==> src/rtl/keypad_scan.sv <==
// Matrix-keypad scanner: strobes active-low columns, debounces a full-matrix snapshot
// and hands one key code per press to the consumer over valid/ready.
module keypad_scan #(
    parameter int unsigned ROWS     = 4,
    parameter int unsigned COLS     = 4,
    parameter int unsigned SCAN_DIV = 50000,
    parameter int unsigned DEBOUNCE = 4
) (
    input  logic                              clk,
    input  logic                              rst,
    input  logic [ROWS-1:0]                   row_in,
    output logic [COLS-1:0]                   col_out,
    output logic [$clog2(ROWS*COLS)-1:0]      key_code,
    output logic                              key_valid,
    input  logic                              key_ready,
    output logic                              key_pressed,
    output logic                              overflow
);

    localparam int unsigned RW = $clog2(ROWS);
    localparam int unsigned CW = $clog2(COLS);
    localparam int unsigned KW = $clog2(ROWS*COLS);
    localparam int unsigned DW = $clog2(SCAN_DIV);
    localparam int unsigned NW = $clog2(DEBOUNCE+1);

    typedef enum logic {EMPTY, FULL} state_t;

    logic [ROWS-1:0] row_s1, row_s2;
    logic [DW-1:0]   div;
    logic [CW-1:0]   col_idx, col_nxt;
    logic            slot_end, scan_end;

    logic            col_hit;
    logic [RW-1:0]   col_row;
    logic            snap_hit, scan_hit;
    logic [KW-1:0]   snap_code, scan_code;

    logic            cand_hit;
    logic [KW-1:0]   cand_code, stable_code;
    logic [NW-1:0]   cnt, cnt_nxt;
    logic            same;

    logic            ev;
    logic [KW-1:0]   ev_code;

    state_t          state, state_nxt;
    logic [KW-1:0]   code_nxt;
    logic            valid_nxt, ovf_nxt;

    assign slot_end = (div == DW'(SCAN_DIV-1));
    assign scan_end = slot_end && (col_idx == CW'(COLS-1));
    assign col_nxt  = slot_end ? ((col_idx == CW'(COLS-1)) ? '0 : col_idx + CW'(1)) : col_idx;

    // Lowest closed row in the column currently strobed
    always_comb begin
        col_hit = 1'b0;
        col_row = '0;
        for (int unsigned r = 0; r < ROWS; r++) begin
            if (!row_s2[r] && !col_hit) begin
                col_hit = 1'b1;
                col_row = RW'(r);
            end
        end
    end

    // Snapshot of the scan including the slot being sampled now; earlier columns win
    always_comb begin
        scan_hit  = snap_hit || col_hit;
        scan_code = snap_hit ? snap_code : {col_row, col_idx};
        same      = (scan_hit == cand_hit) && (!scan_hit || (scan_code == cand_code));
        if (!same)
            cnt_nxt = NW'(1);
        else if (cnt == NW'(DEBOUNCE))
            cnt_nxt = cnt;
        else
            cnt_nxt = cnt + NW'(1);
    end

    always_ff @(posedge clk) begin
        if (rst) begin
            row_s1      <= '1;
            row_s2      <= '1;
            div         <= '0;
            col_idx     <= '0;
            col_out     <= ~COLS'(1);
            snap_hit    <= 1'b0;
            snap_code   <= '0;
            cand_hit    <= 1'b0;
            cand_code   <= '0;
            cnt         <= '0;
            key_pressed <= 1'b0;
            stable_code <= '0;
            ev          <= 1'b0;
            ev_code     <= '0;
        end else begin
            row_s1  <= row_in;
            row_s2  <= row_s1;
            div     <= slot_end ? '0 : div + DW'(1);
            col_idx <= col_nxt;
            col_out <= ~(COLS'(1) << col_nxt);
            ev      <= 1'b0;
            if (scan_end) begin
                snap_hit  <= 1'b0;
                snap_code <= '0;
                cand_hit  <= scan_hit;
                cand_code <= scan_code;
                cnt       <= cnt_nxt;
                if (cnt_nxt == NW'(DEBOUNCE)) begin
                    key_pressed <= scan_hit;
                    stable_code <= scan_code;
                    ev          <= scan_hit && (!key_pressed || (stable_code != scan_code));
                    ev_code     <= scan_code;
                end
            end else if (slot_end) begin
                snap_hit  <= scan_hit;
                snap_code <= scan_code;
            end
        end
    end

    // Output handshake: one-entry holding register
    always_ff @(posedge clk) begin
        if (rst) begin
            state     <= EMPTY;
            key_code  <= '0;
            key_valid <= 1'b0;
            overflow  <= 1'b0;
        end else begin
            state     <= state_nxt;
            key_code  <= code_nxt;
            key_valid <= valid_nxt;
            overflow  <= ovf_nxt;
        end
    end

    always_comb begin
        state_nxt = state;
        code_nxt  = key_code;
        valid_nxt = key_valid;
        ovf_nxt   = 1'b0;
        case (state)
            EMPTY: begin
                if (ev) begin
                    code_nxt  = ev_code;
                    valid_nxt = 1'b1;
                    state_nxt = FULL;
                end
            end
            FULL: begin
                if (key_ready) begin
                    if (ev) begin
                        code_nxt = ev_code;
                    end else begin
                        valid_nxt = 1'b0;
                        state_nxt = EMPTY;
                    end
                end else if (ev) begin
                    ovf_nxt = 1'b1;
                end
            end
            default: state_nxt = EMPTY;
        endcase
    end

endmodule

==> config.mk <==
export PLATFORM = sky130hd
export DESIGN_NAME = keypad_scan
export DESIGN_NICKNAME = d
export VERILOG_FILES = /design/src/rtl/keypad_scan.sv
export SDC_FILE = /design/constraint.sdc
export NUM_CORES = 1
export LEC_CHECK = 0
export CORE_MARGIN = 8
export CORE_UTILIZATION = 30
export CTS_CLUSTER_SIZE = 14
export DETAILED_ROUTE_END_ITERATION = 16
export PLACE_DENSITY = 0.53
export REMOVE_ABC_BUFFERS = 1
export SLEW_MARGIN = 40
export SYNTH_ARGS = -nofsm -noshare
export SYNTH_HDL_FRONTEND = slang
export SYNTH_SLANG_ARGS = --single-unit
export TNS_END_PERCENT = 100
==> constraint.sdc <==
create_clock -name clk -period 2.7 [get_ports clk]
set_input_delay 0.405 -clock clk [delete_from_list [all_inputs] [get_ports clk]]
set_output_delay 0.405 -clock clk [all_outputs]
set_load 0.02 [all_outputs]
==> qor.yml, run 1 <==
ff2ff_path_depth: 5
timing.reg2reg.setup_slack_ns: 0.34
wl_per_cell_um: 12.13
report.final.slew_viol_count: 0
core_area_sq_um: 8093
setup_viol: 0
path_buf_inv: 0
fmax_mhz: 423.8
r2r_start: "snap_hit"
dieArea_sq_um: 11340
synth_area_per_cell_sq_um: 9.268
finalInstanceArea_sq_um: 2880
dp_cells: 385
fin_nets: 298
required_ns: 2.90
htreeDepth: 2
cp-end-kind: "flop"
layout-drive-gt1-share: 0.1115
slew_headroom: 0.5110
maxCapViolCount: 0
slowest_delay_ns: 0.51
total_power_mw: 1.370
dpl_cell_area_sq_um: 2789
grt_max_degree: 21
drt-total-wl_um: 4756
min_period_over_period: 0.8740
hold_viol_final: 0
drtIter0Drc: 58
grt_pass1_vias: 1784
vias_per_cell: 4.666
post-route-util: 0.3559
place_hpwl_um: 3580
outcome: "finished clean"
die_y_um: 106.5
tightest_slew_ns: 0.7150
fill_cells: 835
ys_seq_area_frac: 0.4564
cp.arrival_ns: 2.56
drc: 0
cts_resized: 0
leakagePower_nw: 0.9548
min_period_ns: 2.360
die_w_um: 106.5
syn-cell-area_sq_um: 2456
synthArstFlopShare: 0
fin_skew_ns: 0.005961
instances_no_fill: 392
clk_path_buf_depth: 2
top_usage_layer: "met2"
via_count: 1829
overflow: 0
cpLargestDelayFamily: "compound AO/OA/AOI/OAI gates"
synth_seq_cells: 56
clkSinkCount: 56
antenna_found_initial: 0
start_kind: "flop"
io_pins: 18
grt_pass1_wl_um: 8176
area_growth_pct: 17.27
first_pass_iters: 4
crit_chain: "mux2i_2 -> xnor2_1 -> a2111o_1 -> a221oi_4 -> mux2_4"
cpMaxStageDelayCell: "dfxtp_1"
multi_input_area_sq_um: 1260
cts_setup_buffers: 0
clock_latency_ns: 0.30
peakVddDrop_mv: 0.1734
portBuffers: 17
use_met2: 0.1564
cts_root_buffer: "clkbuf_8"
regArea_sq_um: 1121
synthFlopType: "dfxtp_1"
whs_path_depth: 1
grt_usage: 0.08711
cts_tree: "done"
place_congestion: 0.8075
cts_made_buffers: 5
critPathMaxFanout: 8
start_util: 0.3035
finalSetupTns_ns: 0
clk_pin_slew_ns: 0.09
synth_edf_count: 0
final_common_cell: "dfxtp_1"
hold_buffers: 0
ys_types: 51
hold_path_end: "row_s2[3]"
use_met3: 0.02480
grt_setup_unrepaired: "false"
hold_start: "row_s1[3]"
path_class: "flop to flop"
use_met1: 0.09759
syn_inst: 265
reg2reg_to: "ev_code[0]"
final_cell_mix: "dfxtp_1, nor2_1, clkdlybuf4s50_1, nand2_1, a21oi_1"
powerDensity_nw_per_um2: 475.7
antenna_left: 0
row_count: 33
antennaDiodeCount: 0
hp-class: "flop to flop"
yosys_warnings: 0
[per-stage QoR]
stage | worst slack, ns | hold WS (ns)
after detailed placement | 0.3446 | 0.3928
after global placement | 0.3863 | 0.3963
after floorplan | 0.4263 | 0.3895
after global routing | 0.2193 | 0.4367
final | 0.3403 | 0.4161
after CTS | 0.3298 | 0.4257
[kinds of logic (layout without fill, tap and decap cells)]
logic type,Yosys count,in the layout,share of synthesized area
and+or+nand+nor,116,116,0.2481
DFF,56,56,0.4564
AOI/OAI and AO/OA,38,38,0.1156
xor gates and xnor gates,22,22,0.07845
buffers and inverters,19,41,0.03056
muxes,10,10,0.05043
adders and majority gates,4,4,0.02038
[where the power goes]
group,switching [mW],internal (mW),total [mW],leakage [nW]
sequential,0.00691,0.835,0.842,0.454
combinational,0.0364,0.0319,0.0683,0.454
clock,0.255,0.205,0.460,0.0473
total,0.299,1.07,1.37,0.955
[sequential cells by signal, summed over array words and instances (netlist names)]
| name | count |
|---|---|
| cand_code | 4 |
| key_valid | 1 |
| row_s1 | 4 |
| ev_code | 4 |
| overflow | 1 |
| ev | 1 |
| col_idx | 2 |
| div | 16 |
| row_s2 | 4 |
| cnt | 3 |
| key_code | 4 |
| state | 1 |
| snap_hit | 1 |
| col_out | 4 |
| cand_hit | 1 |
| snap_code | 4 |
| key_pressed | 1 |
[worst max-delay path by stage]
stage             start         end  slack (ns)  cells after the start
3_3_place_gp   snap_hit  ev_code[0]        0.39                      5
4_1_cts        snap_hit  ev_code[3]        0.33                      5
5_1_grt        snap_hit  ev_code[1]        0.22                      5
2_1_floorplan    div[4]  ev_code[0]        0.43                      5
6_report       snap_hit  ev_code[0]        0.34                      5
3_5_place_dp   snap_hit  ev_code[3]        0.34                      5
[cell usage after synthesis, types with 2 or more instances]
library cell  instances  area [sq um]
a2111oi_0             2         17.52
a211oi_1              5         37.54
a21oi_1              14         70.07
a22oi_1               2         15.01
and3_1                2         12.51
buf_2                 3         15.01
clkbuf_1              7         26.28
dfxtp_1              56          1121
ha_1                  4         50.05
inv_1                 9         33.78
mux2_4                4         60.06
mux2i_1               5         50.05
nand2_1              16         60.06
nand2b_1              6         37.54
nand3_1              12         60.06
nand3b_1              2         15.01
nand4_1               4         25.02
nand4b_1              2         17.52
nor2_1               39         146.4
nor2b_1               4         25.02
nor3_1                8         40.04
o211ai_1              2         15.01
or2_2                 8         50.05
or3_1                 2         12.51
xnor2_1              13         113.9
xor2_1                9         78.83
[metal layers]
layer	up-vias	wire (um)
li1	966	-
met1	836	2198
met2	23	2339
met3	4	177
met4	0	41
met5	-	0
[area by class of cell]
cell class | count | area share
well taps | 105 | 0.04561
repair buffers | 25 | 0.08427
clock buffers | 6 | 0.02867
flip-flops and latches | 56 | 0.3892
multi-input cells | 190 | 0.4374
inverters | 9 | 0.01173
clock inverters | 1 | 0.003041
(Power assumes the default switching activity.)
==> run 2, diff against run 1 <==
==> constraint.sdc (replaced) <==
create_clock -name clk -period 2.77 [get_ports clk]
set_input_delay 0.4155 -clock clk [delete_from_list [all_inputs] [get_ports clk]]
set_output_delay 0.4155 -clock clk [all_outputs]
set_load 0.02 [all_outputs]
==> run 2 against run 1 <==
Net effect:
- final cell count is 0.51% lower
- largest cell class unchanged
- clock skew is 0.0014 ns higher
- clock power hardly changed
- fmax is 1.4% lower
- cell area is 0.70% lower
- first-iteration DRC count is 38% lower
- setup slack better by 0.035 ns
==> qor.yml, run 2 (synthesized netlist as in run 1, its figures left out) <==
drtIter0Drc: 36
overflow: 0
leakagePower_nw: 0.9386
required_ns: 2.98
routed.top_layer: "met4"
report.final.slew_viol_count: 0
layout_setup_ws_ns: 0.3757
place_congestion: 0.7881
finalInstanceArea_sq_um: 2860
instances_no_fill: 390
portBuffers: 17
cts_setup_buffers: 0
vias_per_cell: 4.749
tightest_slew_ns: 0.6767
dieArea_sq_um: 11340
wl_met2_um: 2169
grt_pass1_wl_um: 8079
cts_resized: 0
layout-drive-gt1-share: 0.1018
grt_setup_unrepaired: "false"
fin_nets: 295
row_count: 33
hp-class: "flop to flop"
place_hpwl_um: 3302
clkSinkCount: 56
first_pass_iters: 4
maxCapViolCount: 0
htreeDepth: 2
die_w_um: 106.5
cp-end-kind: "flop"
final_cell_mix: "dfxtp_1, nor2_1, clkdlybuf4s50_1, nand2_1, a21oi_1"
grt_usage: 0.08636
regMostFlops: "div"
dp_cells: 382
clk_pin_slew_ns: 0.10
clock_latency_ns: 0.31
hold_viol_final: 0
final_common_cell: "dfxtp_1"
min_period_ns: 2.394
route.met3.wl_um: 181
outcome: "finished clean"
total_power_mw: 1.341
min_period_over_period: 0.8644
post-route-util: 0.3534
core_area_sq_um: 8093
cts_made_buffers: 5
path_class: "flop to flop"
clk_path_buf_depth: 2
grt_max_degree: 46
cp.arrival_ns: 2.60
start_kind: "flop"
grt_pass1_vias: 1869
holdWs_ns: 0.4161
wl_met1_um: 2157
crit_chain: "mux2i_1 -> xnor2_1 -> a2111o_1 -> a221oi_4 -> mux2_4"
dp_slack_ns: 0.3900
via_count: 1852
slew_headroom: 0.5372
die_y_um: 106.5
drt-total-wl_um: 4570
antenna_found_initial: 0
fin_skew_ns: 0.007361
cpMaxStageDelayCell: "dfxtp_1"
antennaDiodeCount: 0
antenna_left: 0
largest_register_ff_count: 16
start_util: 0.3035
cts_root_buffer: "clkbuf_8"
wl_per_cell_um: 11.72
slowest_delay_ns: 0.50
dpl_cell_area_sq_um: 2766
hold_buffers: 0
powerDensity_nw_per_um2: 468.9
finalSetupTns_ns: 0
fmax_mhz: 417.7
cts_tree: "done"
io_pins: 18
peakVddDrop_mv: 0.1754
area_growth_pct: 16.45
setup_viol: 0
critPathMaxFanout: 8
drc: 0
==> run 2: cell count changes in the layout (fill, tap and decap cells not counted) <==
cell        delta
buf_4          -3
clkinv_4       -1
clkbuf_1       +1
clkinvlp_4     +1
==> run 2: final cells by class <==
| class | count | area [sq um] |
|---|---|---|
| fillers | 840 | 5233 |
| multi-input cells | 190 | 1260 |
| flip-flops and latches | 56 | 1121 |
| repair buffers | 22 | 220.2 |
| well taps | 105 | 131.4 |
| clock buffers | 7 | 86.33 |
| inverters | 9 | 33.78 |
| clock inverters | 1 | 7.507 |
==> run 2: critical path: cells and delay by family (launching register included) <==
kind / cells / cell delay (ns)
AOI/OAI and AO/OA: 2 / 0.86
xor gates and xnor gates: 1 / 0.15
DFF: 1 / 0.50
muxes: 2 / 0.78
==> run 2: metal layers <==
metal,vias up,GRT usage
met5,-,0
met4,0,0.03317
met1,863,0.09546
met3,6,0.02359
li1,959,-
met2,24,0.1537
==> run 2: final timing paths <==
path	cells after the start	slack [ns]	to	start
setup / recovery	5	0.38	key_pressed	snap_hit
hold / removal	1	0.42	row_s2[0]	row_s1[0]
setup reg to reg	5	0.38	key_pressed	snap_hit
hold reg to reg	1	0.42	row_s2[0]	row_s1[0]
==> run 2: power by group <==
group	switching, mW	internal, mW
registers	0.00605	0.814
logic	0.0334	0.0292
clock network	0.255	0.204
